File: config.mk
export PLATFORM = sky130hd
export DESIGN_NAME = reg_fetch_stage
export DESIGN_NICKNAME = d
export VERILOG_FILES = /design/src/rtl/rf_pkg.sv /design/src/rtl/reg_scoreboard.sv /design/src/rtl/reg_fetch_stage.sv
export SDC_FILE = /design/constraint.sdc
export NUM_CORES = 2
export LEC_CHECK = 0
export BUFFER_PORTS_ARGS = -buffer_cell sky130_fd_sc_hd__buf_2
export CORE_MARGIN = 2
export CORE_UTILIZATION = 45
export DETAILED_ROUTE_END_ITERATION = 10
export SETUP_SLACK_MARGIN = 0.5
export SYNTH_ARGS = -nofsm -noshare
export SYNTH_HDL_FRONTEND = slang
export SYNTH_SLANG_ARGS = --single-unit
File: constraint.sdc
create_clock -name clk -period 3.5 [get_ports clk]
set_clock_uncertainty 0.05 [all_clocks]
set_input_delay 0.7 -clock clk [delete_from_list [all_inputs] [get_ports clk]]
set_output_delay 0.7 -clock clk [all_outputs]
set_load 0.01 [all_outputs]
File: src/rtl/rf_pkg.sv
// Shared types and constants for the register-fetch stage.
// No logic; sizes the register file, scoreboard counters and issue bundle.
// Not applicable: no handshakes live in this package.
package rf_pkg;
    localparam int XLEN      = 32;
    localparam int NREGS     = 32;
    localparam int REG_IDX_W = 5;
    localparam int MAX_PEND  = 5;
    localparam int PEND_W    = 3;
    localparam int PASS_W    = 32;

    typedef logic [REG_IDX_W-1:0] reg_idx_t;
    typedef logic [PEND_W-1:0]    pend_cnt_t;

    typedef struct packed {
        logic [XLEN-1:0]   op1;
        logic [XLEN-1:0]   op2;
        reg_idx_t          rd;
        logic              wr_rd;
        logic [PASS_W-1:0] payload;
    } issue_bundle_t;
endpackage

File: src/rtl/reg_scoreboard.sv
// Per-register pending-write counters with issue increment and writeback decrement.
// Latency: busy counts read combinationally, updates visible the cycle after the edge.
// Backpressure: none; the caller stalls issue so counters never exceed MAX_PEND.
module reg_scoreboard
    import rf_pkg::*;
(
    input  logic      clk,
    input  logic      rst_n,
    input  logic      inc_vld,
    input  reg_idx_t  inc_idx,
    input  logic      dec_vld,
    input  reg_idx_t  dec_idx,
    input  reg_idx_t  rs1_idx,
    input  reg_idx_t  rs2_idx,
    input  reg_idx_t  rd_idx,
    output pend_cnt_t rs1_busy,
    output pend_cnt_t rs2_busy,
    output pend_cnt_t rd_busy,
    output logic      sb_err
);
    pend_cnt_t cnt     [NREGS];
    pend_cnt_t cnt_nxt [NREGS];
    logic      err_nxt;

    always_comb begin
        err_nxt = sb_err;
        for (int i = 0; i < NREGS; i++) begin
            logic inc;
            logic dec;
            cnt_nxt[i] = cnt[i];
            inc = inc_vld && (inc_idx == reg_idx_t'(i)) && (i != 0);
            dec = dec_vld && (dec_idx == reg_idx_t'(i)) && (i != 0);
            // A writeback with nothing outstanding is still an error even if an
            // issue to the same register lands in the same cycle.
            if (dec && cnt[i] == '0)
                err_nxt = 1'b1;
            if (inc && !dec) begin
                if (cnt[i] == pend_cnt_t'(MAX_PEND))
                    err_nxt = 1'b1;
                else
                    cnt_nxt[i] = cnt[i] + pend_cnt_t'(1);
            end else if (dec && !inc) begin
                if (cnt[i] != '0)
                    cnt_nxt[i] = cnt[i] - pend_cnt_t'(1);
            end else if (inc && dec && cnt[i] == '0) begin
                cnt_nxt[i] = pend_cnt_t'(1);
            end
        end
    end

    always_ff @(posedge clk or negedge rst_n) begin
        if (!rst_n) begin
            for (int i = 0; i < NREGS; i++)
                cnt[i] <= '0;
            sb_err <= 1'b0;
        end else begin
            for (int i = 0; i < NREGS; i++)
                cnt[i] <= cnt_nxt[i];
            sb_err <= err_nxt;
        end
    end

    assign rs1_busy = cnt[rs1_idx];
    assign rs2_busy = cnt[rs2_idx];
    assign rd_busy  = cnt[rd_idx];
endmodule

File: src/rtl/reg_fetch_stage.sv
// Register fetch: hazard check, operand read with writeback bypass, one-deep output register.
// Latency: 1 cycle from issue (id_valid && id_ready) to ex_valid.
// Backpressure: id_ready drops on RAW/pending-limit hazards or when the held bundle is not consumed.
module reg_fetch_stage
    import rf_pkg::*;
(
    input  logic              clk,
    input  logic              rst_n,
    input  logic              id_valid,
    output logic              id_ready,
    input  logic [4:0]        id_rs1,
    input  logic [4:0]        id_rs2,
    input  logic [4:0]        id_rd,
    input  logic              id_use_rs1,
    input  logic              id_use_rs2,
    input  logic              id_wr_rd,
    input  logic [PASS_W-1:0] id_payload,
    output logic              ex_valid,
    input  logic              ex_ready,
    output logic [XLEN-1:0]   ex_op1,
    output logic [XLEN-1:0]   ex_op2,
    output logic [4:0]        ex_rd,
    output logic              ex_wr_rd,
    output logic [PASS_W-1:0] ex_payload,
    input  logic              wb_valid,
    input  logic [4:0]        wb_rd,
    input  logic [XLEN-1:0]   wb_data,
    output logic              sb_err
);
    logic [XLEN-1:0] rf [NREGS];
    issue_bundle_t   bundle;
    pend_cnt_t       rs1_busy, rs2_busy, rd_busy;
    logic            wr_eff, wb_eff, byp1, byp2, hazard, out_free, issue;
    logic [XLEN-1:0] op1_val, op2_val;

    reg_scoreboard u_sb (
        .clk      (clk),
        .rst_n    (rst_n),
        .inc_vld  (issue && wr_eff),
        .inc_idx  (id_rd),
        .dec_vld  (wb_eff),
        .dec_idx  (wb_rd),
        .rs1_idx  (id_rs1),
        .rs2_idx  (id_rs2),
        .rd_idx   (id_rd),
        .rs1_busy (rs1_busy),
        .rs2_busy (rs2_busy),
        .rd_busy  (rd_busy),
        .sb_err   (sb_err)
    );

    assign wr_eff = id_wr_rd && (id_rd != '0);
    assign wb_eff = wb_valid && (wb_rd != '0);

    // Bypass only the last outstanding write; an older in-flight write would be stale.
    assign byp1 = wb_valid && (wb_rd == id_rs1) && (rs1_busy == pend_cnt_t'(1));
    assign byp2 = wb_valid && (wb_rd == id_rs2) && (rs2_busy == pend_cnt_t'(1));

    assign hazard = (id_use_rs1 && (rs1_busy != '0) && !byp1) ||
                    (id_use_rs2 && (rs2_busy != '0) && !byp2) ||
                    (wr_eff && (rd_busy == pend_cnt_t'(MAX_PEND)));

    assign out_free = !ex_valid || ex_ready;
    assign id_ready = out_free && !hazard;
    assign issue    = id_valid && id_ready;

    always_comb begin
        op1_val = '0;
        op2_val = '0;
        if (id_use_rs1)
            op1_val = byp1 ? wb_data : ((id_rs1 == '0) ? '0 : rf[id_rs1]);
        if (id_use_rs2)
            op2_val = byp2 ? wb_data : ((id_rs2 == '0) ? '0 : rf[id_rs2]);
    end

    always_ff @(posedge clk or negedge rst_n) begin
        if (!rst_n) begin
            for (int i = 0; i < NREGS; i++)
                rf[i] <= '0;
        end else if (wb_eff) begin
            rf[wb_rd] <= wb_data;
        end
    end

    always_ff @(posedge clk or negedge rst_n) begin
        if (!rst_n) begin
            ex_valid <= 1'b0;
            bundle   <= '0;
        end else if (issue) begin
            ex_valid <= 1'b1;
            bundle   <= '{op1: op1_val, op2: op2_val, rd: id_rd, wr_rd: wr_eff, payload: id_payload};
        end else if (ex_ready) begin
            ex_valid <= 1'b0;
        end
    end

    assign ex_op1     = bundle.op1;
    assign ex_op2     = bundle.op2;
    assign ex_rd      = bundle.rd;
    assign ex_wr_rd   = bundle.wr_rd;
    assign ex_payload = bundle.payload;
endmodule
* Yosys cells after proc, flatten, opt, wreduce, memory -nomap -nowiden
Index checks and enable logic that the tools add are counted.
Operators by class: $add $sub $neg 62, magnitude comparators 5, equality and inequality tests 160, multiplexer cells 274, bitwise logic cells 4, reduce and logical (&&, ||, !) cells 432
Operators by type and width (number):
- bitwise mux 1024 bit | 1
- 2-to-1 mux 3 bit | 161
- 2-to-1 mux 32 bit | 11
- binary-select mux 32 bit (select 5 bit) | 2
- logical AND 1 bit | 232
- nonzero test 3 bit | 64
- demux 32 bit (select 5 bit) | 1
- == test 5 bit (second input constant) | 32
- == test 3 bit (second input constant) | 32
- 2-to-1 mux 1 bit | 95
- adder 3 x 1 -> 3 bit (second input constant) | 31
- zero test 3 bit | 31
- inequality test 3 x 2 -> 1 bit (second input constant) | 31
- AND reduction 3 bit | 31
- subtractor 3 x 1 -> 3 bit (second input constant) | 31
- == test 5 x 4 -> 1 bit (second input constant) | 16
- zero test 1 bit | 66
- inequality test 2 bit (second input constant) | 31
- binary-select mux 3 bit (select 5 bit) | 3
- == test 5 x 3 -> 1 bit (second input constant) | 8
- greater-or-equal comparator 6 bit (second input constant) | 4
- NOT 5 -> 6 bit | 4
- == test 5 x 2 -> 1 bit (second input constant) | 4
- == test 5 x 1 -> 1 bit (second input constant) | 2
- 7 further kinds | 13
Storage, ports and cells: register bits 1221, bits of input ports 92, output and inout bits 105, word-level logic and storage cells 1007

* Longest topological paths before layout
word-level depth 107, gate-level depth with buffers 15, mapped depth without buffers 12

* Modules after synthesis
From an unflattened synthesis, not the netlist that was laid out.
Unflattened totals: cell total of the unflattened synthesis 5541, area total of the unflattened synthesis 70691.5 µm²
By module, submodules not included:
- reg_fetch_stage | instances 1, cells each 4230, area each 59084.2 µm², seq. area each 28202.0 µm²
- reg_scoreboard | instances 1, cells each 1311, area each 11607.4 µm², seq. area each 2352.3 µm²

* Worst setup path after synthesis
OpenSTA, ideal clock, no wires.
path kind input-to-reg, from input port id_rs2[0], to register bundle, in the netlist ex_op2[25], library setup time 0.121 ns, arrival time 3.528 ns, required time 3.329 ns, setup slack -0.199 ns, stages on the path 12, buffers on the path 5, cell sequence buf_6 > buf_2 > buf_2 > buf_2 > buf_1 > mux4_2 > mux4_2 > mux2i_1 > nor2_1 > mux2i_1 > nor2_1 > a22o_1
On the way: word-level cells in the longest chain between the ends 13, elaborated cells between the ends (all ways) 24, those cells by class eq/ne: 2; mux: 9; bitwise: 1; reduce/logical: 12
RTL lines:
- start: declaration | line reg_fetch_stage.sv:12 | input logic [4:0] id_rs2,
- NOT 5 -> 6 bit (not written as such) | line reg_scoreboard.sv:64, reg_fetch_stage.sv:73
- binary-select mux 3 bit (select 5 bit) | line reg_scoreboard.sv:64 | assign rs2_busy = cnt[rs2_idx];
- 2-to-1 mux 3 bit (not written as such) (2 in series) | line reg_scoreboard.sv:64
- == test 3 x 1 -> 1 bit | line reg_fetch_stage.sv:57 | assign byp2 = wb_valid && (wb_rd == id_rs2) && (rs2_busy == pend_cnt_t'(1));
- logical AND 1 bit | line reg_fetch_stage.sv:57
- zero test 1 bit | line reg_fetch_stage.sv:60 | (id_use_rs2 && (rs2_busy != '0) && !byp2) ||
- logical AND 1 bit | line reg_fetch_stage.sv:60
- logical OR 1 bit | line reg_fetch_stage.sv:59 | assign hazard = (id_use_rs1 && (rs1_busy != '0) && !byp1) ||
- logical OR 1 bit | line reg_fetch_stage.sv:60
- zero test 1 bit | line reg_fetch_stage.sv:64 | assign id_ready = out_free && !hazard;
- logical AND 1 bit | line reg_fetch_stage.sv:64
- logical AND 1 bit | line reg_fetch_stage.sv:65 | assign issue = id_valid && id_ready;
- end signal: assignment | line reg_fetch_stage.sv:91 | bundle <= '{op1: op1_val, op2: op2_val, rd: id_rd, wr_rd: wr_eff, payload: id_payload};
- end: declaration | line reg_fetch_stage.sv:31 | issue_bundle_t bundle;
Several ways; a longest one is shown, not always the timed one. The select of a mux whose other input is x is not followed. A chain may end at the register's enable or synchronous reset.

* Final worst setup path
from register u_sb.cnt[54] (netlist bit), to output port id_ready
On the way: word-level cells in the longest chain between the ends 11, elaborated cells between the ends (all ways) 27, those cells by class eq/ne: 3; mux: 9; reduce/logical: 15
RTL lines:
- start: declaration | line reg_scoreboard.sv:21 | pend_cnt_t cnt [NREGS];
- start signal: indexed assignment | line reg_scoreboard.sv:58 | cnt[i] <= cnt_nxt[i];
- binary-select mux 3 bit (select 5 bit), on equally long branches | line reg_scoreboard.sv:63, reg_scoreboard.sv:64
- 2-to-1 mux 3 bit, on equally long branches (2 in series) | line reg_scoreboard.sv:63, reg_scoreboard.sv:64
- == test 3 x 1 -> 1 bit, on equally long branches | line reg_fetch_stage.sv:56, reg_fetch_stage.sv:57
- logical AND 1 bit, on equally long branches | line reg_fetch_stage.sv:56, reg_fetch_stage.sv:57
- zero test 1 bit, on equally long branches | line reg_fetch_stage.sv:59, reg_fetch_stage.sv:60
- logical AND 1 bit, on equally long branches | line reg_fetch_stage.sv:59, reg_fetch_stage.sv:60
- logical OR 1 bit | line reg_fetch_stage.sv:59
- logical OR 1 bit * | line reg_fetch_stage.sv:60
- zero test 1 bit * | line reg_fetch_stage.sv:64
- logical AND 1 bit * | line reg_fetch_stage.sv:64
- end: declaration | line reg_fetch_stage.sv:10 | output logic id_ready,
Mark *: on every way between the ends. The rest lies on a longest branch, timed or not. The select of a mux whose other input is x is not followed.

==> metrics.md <==
| Metric | Value |
|---|---|
| Outcome | finished with violations |
| Violations in the final reports | setup timing |
| Startpoint types | flop |
| Placed cell area | approximately 79,000 µm² |
| Top Family by Delay on Critical Path | compound AO/OA/AOI/OAI gates |
| Leading cell type in the layout, fill and taps excluded | sky130_fd_sc_hd__nand2_1 |
| Share of the core filled with cells in the final layout | 0.5466 |
| Class of the tightest hold or removal check | input pin to flop |
| Share of the yosys chip area belonging to registers | 0.4249 |
| Violation count after the first detailed-routing iteration | around 8,200 |
| Signal arrival time at the worst endpoint | 3.13 ns |
| Total congestion overflow | 0 |
| Pwr/cell area | around 560 nW/µm² |
| Detail Placement HPWL | between 150 and 200 mm |
| Final net count | 7,973 |
| Post-layout minimum cycle time | between 3 and 4 ns |
| Setup violators final | approximately 170 |
| CP required | around 2.8 ns |
| Initial Util | 0.4535 |
| P&R area growth vs syn | 20.55% |
| Area enclosed by the die boundary | roughly 160,000 µm² |
| Post-route non-filler standard cell count | around 9,900 |
| Crit. path cell count | 10 |
| Post-Syn Nets | 7,649 |
| Drt total wl | 293.7 mm |
| Buf+Inv Stages, Crit Path | 4 |
| Pin count of the biggest net entering global routing | 120 |
| Initial antenna violation count | 9 |
| Synthesized netlist cell count | between 7,000 and 8,000 |
| Worst Reg-to-Reg Cells | 20 |
| Global-route wire length before repair | 426.1 mm |
| Total instance count after detailed placement | around 9,600 |
| Fraction of final layout cells with drive strength greater than 1 | 0.2754 |
| Vias | between 60,000 and 70,000 |
| Average detailed-routed wire length per instance | between 20 and 30 µm |
| Register bit count reported by yosys | roughly 1,200 |
| Max stage delay on crit path | 0.54 ns |
| Post-route fraction of the period consumed by the critical path | 1.107 |
| Total Neg Setup Slack | -31.18 ns |
| MaxCap Viol Count | 0 |
| Non-Filler Cell Area, Final | 86,680 µm² |
| Max frequency | 0.2580 GHz |
| Via count of the first global-routing pass | between 60,000 and 70,000 |
| Cell area after technology mapping | roughly 72,000 µm² |
| Leakage power total | between 40 and 50 nW |
| Routed vias/inst | between 6 and 7 |
| Synth async-reset ratio | 1.000 |
| CP Max Fanout | 2 |
| Port Buffers | 196 |
| Unrepaired setup endpoints after global routing | yes |
| Clk_lat worst skew | 0.82 ns |
| Remaining number of nets flagged by the antenna check after routing | 0 |
| Cells on Worst Hold Path | 2 |
| Highest-count cells in the layout ignoring fill and taps | sky130_fd_sc_hd__nand2_1 (3,165), sky130_fd_sc_hd__dfrtp_1 (1,209), sky130_fd_sc_hd__mux4_2 (660) |
| Worst Tran Pin Value | between 1 and 1.5 ns |
| Root buf cell | sky130_fd_sc_hd__clkbuf_16 |
| TritonCTS sink count | between 1,000 and 1,500 |
| Worst voltage drop across the vdd grid | approximately 0.55 mV |
| CORE AREA | 158,600 µm² |
| Remaining routing DRC violations | 0 |
| Clock transition at the register clock pins on the worst setup and hold paths after CTS | about 0.060 ns |
| Max Buffers Root-to-Sink | 3 |
| Horizontal die dimension | roughly 400 µm |
| Num rows | ~150 |
| Max-slew violation total from the final report | 0 |
| Slowest cell on the critical path | sky130_fd_sc_hd__mux4_2 |
| First-pass iteration count of the detailed router | 7 |
| I/O pins | between 150 and 200 |
| Crit path kind | flop to primary output |
| Number of buffers created by CTS | about 140 |
| Setup ws final | -0.3760 ns |
| Relative max-transition margin | 0.2984 |
| Global-route usage over all layers | 0.3600 |
| Post-Synthesis Mean Instance Area | roughly 9.7 µm² |
| Count of warnings emitted by yosys | 0 |
| Post-synth EDFFs | 0 |
| Cell chain of the critical path | mux4_2 -> a32oi_2 -> buf_4 -> a31oi_4 -> o2bb2ai_2 -> a211oi_4 -> buf_12 -> nand2_4 -> inv_2 -> buf_6 |
| Chip height | about 400 µm |
| Hold violation count in the final report | 0 |
| Distinct cell type count of the synthesized netlist | between 100 and 150 |
| Clock tree from TritonCTS | built |
| RePlAce Congestion | 1.017 |
| Kind of end point of the critical path | primary output |
| Maximum level of the CTS H-tree | 4 |
| Primary flip-flop cell chosen by synthesis mapping | sky130_fd_sc_hd__dfrtp_1 |
-- cell usage after synthesis (7+ instances only) --
cell type / n / area (µm²)
sky130_fd_sc_hd__a211o_1: 7 / 61.31
sky130_fd_sc_hd__a211oi_1: 16 / 120.1
sky130_fd_sc_hd__a21o_1: 8 / 60.06
sky130_fd_sc_hd__a21oi_1: 84 / 420.4
sky130_fd_sc_hd__a221o_1: 7 / 70.07
sky130_fd_sc_hd__a22o_1: 45 / 394.1
sky130_fd_sc_hd__a22oi_1: 7 / 52.55
sky130_fd_sc_hd__a311oi_1: 19 / 166.4
sky130_fd_sc_hd__a31oi_1: 32 / 200.2
sky130_fd_sc_hd__a32oi_1: 11 / 96.34
sky130_fd_sc_hd__and3_1: 39 / 244.0
sky130_fd_sc_hd__buf_1: 107 / 401.6
sky130_fd_sc_hd__buf_2: 50 / 250.2
sky130_fd_sc_hd__clkbuf_1: 514 / 1929
sky130_fd_sc_hd__dfrtp_1: 1221 / 30550
sky130_fd_sc_hd__ha_1: 124 / 1551
sky130_fd_sc_hd__inv_1: 94 / 352.8
sky130_fd_sc_hd__mux2_2: 77 / 867.1
sky130_fd_sc_hd__mux2i_1: 103 / 1031
sky130_fd_sc_hd__mux4_2: 660 / 14860
sky130_fd_sc_hd__nand2_1: 3212 / 12060
sky130_fd_sc_hd__nand2b_1: 18 / 112.6
sky130_fd_sc_hd__nand3_1: 76 / 380.4
sky130_fd_sc_hd__nand3b_1: 9 / 67.56
sky130_fd_sc_hd__nand4_1: 34 / 212.7
sky130_fd_sc_hd__nor2_1: 274 / 1028
sky130_fd_sc_hd__nor2b_1: 49 / 306.5
sky130_fd_sc_hd__nor3_1: 67 / 335.3
sky130_fd_sc_hd__nor3b_1: 8 / 60.06
sky130_fd_sc_hd__nor4_1: 21 / 131.4
sky130_fd_sc_hd__o211ai_1: 45 / 337.8
sky130_fd_sc_hd__o21a_1: 12 / 90.09
sky130_fd_sc_hd__o21ai_0: 101 / 505.5
sky130_fd_sc_hd__o221ai_1: 8 / 70.07
sky130_fd_sc_hd__o22a_1: 7 / 61.31
sky130_fd_sc_hd__o22ai_1: 21 / 131.4
sky130_fd_sc_hd__o311ai_0: 16 / 140.1
sky130_fd_sc_hd__o31ai_1: 14 / 105.1
sky130_fd_sc_hd__or3_1: 18 / 112.6
sky130_fd_sc_hd__xnor2_1: 22 / 192.7
sky130_fd_sc_hd__xor2_1: 8 / 70.07
-- power breakdown --
| group | switching, mW | leakage, nW | internal [mW] |
|---|---|---|---|
| clock network | 6.56 | 2.36 | 8.99 |
| logic | 7.14 | 23.2 | 6.85 |
| registers | 2.23 | 15.8 | 16.9 |
| total | 15.9 | 41.4 | 32.8 |
-- metal layers --
metal,global-route usage,vias up,part of all wire
li1,-,26136,-
met5,0,-,0.00021
met4,0.2135,10,0.071
met1,0.4718,31522,0.37
met2,0.5461,3937,0.45
met3,0.08613,1011,0.11
-- state kept, by name, indices dropped and copies added, names as in the netlist --
register	cells
ex_wr_rd	1
u_sb.cnt	93
rf	1024
u_sb.sb_err	1
ex_payload	32
ex_rd	5
ex_valid	1
ex_op2	32
ex_op1	32
-- worst paths after layout --
path,from,endpoint,slack (ns)
max in group asynchronous,rst_n,rf[399],1.89
min in group asynchronous,rst_n,ex_payload[1],0.38
worst max-delay path,u_sb.cnt[54],id_ready,-0.38
worst min register to register,rf[993],rf[993],0.32
worst min-delay path,id_payload[25],ex_payload[25],0.07
worst max register to register,u_sb.cnt[83],u_sb.cnt[61],-0.33
-- repair_timing --
action                     4_1_cts  5_1_grt
pin swaps                      111       47
hold endpoints to repair        35        0
gates cloned                    27        1
buffers inserted                73       31
gates resized for setup        288      117
hold buffers                     1        0
setup endpoints to repair      198      198
-- stage by stage --
stage / hold WS [ns] / total power, mW / setup WS [ns]
CTS: 0.01149 / 48.35 / -0.3953
finish: 0.06808 / 48.72 / -0.3760
floorplan: 0.3544 / 27.19 / -0.08581
global placement: 0.3109 / 31.44 / -0.5239
detailed placement: 0.3132 / 31.84 / -0.6007
global route: 0.05810 / 50.83 / -0.4554
-- worst register-to-register path, cell delays in order, from the launching register on --
cell and delay (ns):
sky130_fd_sc_hd__dfrtp_1 0.35, sky130_fd_sc_hd__buf_4 0.19, sky130_fd_sc_hd__nor2_1 0.08, sky130_fd_sc_hd__mux4_2 0.47, sky130_fd_sc_hd__nor3_1 0.29, sky130_fd_sc_hd__nor4_2 0.10
sky130_fd_sc_hd__buf_4 0.17, sky130_fd_sc_hd__o2bb2ai_2 0.18, sky130_fd_sc_hd__a211oi_4 0.10, sky130_fd_sc_hd__buf_12 0.15, sky130_fd_sc_hd__buf_4 0.12, sky130_fd_sc_hd__buf_6 0.10
sky130_fd_sc_hd__buf_6 0.11, sky130_fd_sc_hd__buf_12 0.14, sky130_fd_sc_hd__buf_12 0.14, sky130_fd_sc_hd__buf_6 0.11, sky130_fd_sc_hd__buf_8 0.13, sky130_fd_sc_hd__nand3_4 0.08
sky130_fd_sc_hd__o21bai_1 0.12, sky130_fd_sc_hd__o31a_1 0.21, sky130_fd_sc_hd__mux2_4 0.31
-- kinds of logic after synthesis --
family,share of synthesized area
simple gates,0.2197
flops,0.4249
mux,0.2338
buf+inv,0.04244
compound gates,0.05391
fa+ha+maj,0.02158
xor+xnor,0.003654
-- area by class of cell --
type	count	area, µm²
clock inverters	49	710.7
well taps	2072	2592
flip-flops and latches	1221	30570
inverters	95	356.6
multi-input cells	5435	40260
repair buffers	863	8066
fillers	13781	71890
clock buffers	199	4109
diodes	5	12.51
(Power assumes the default switching activity.)
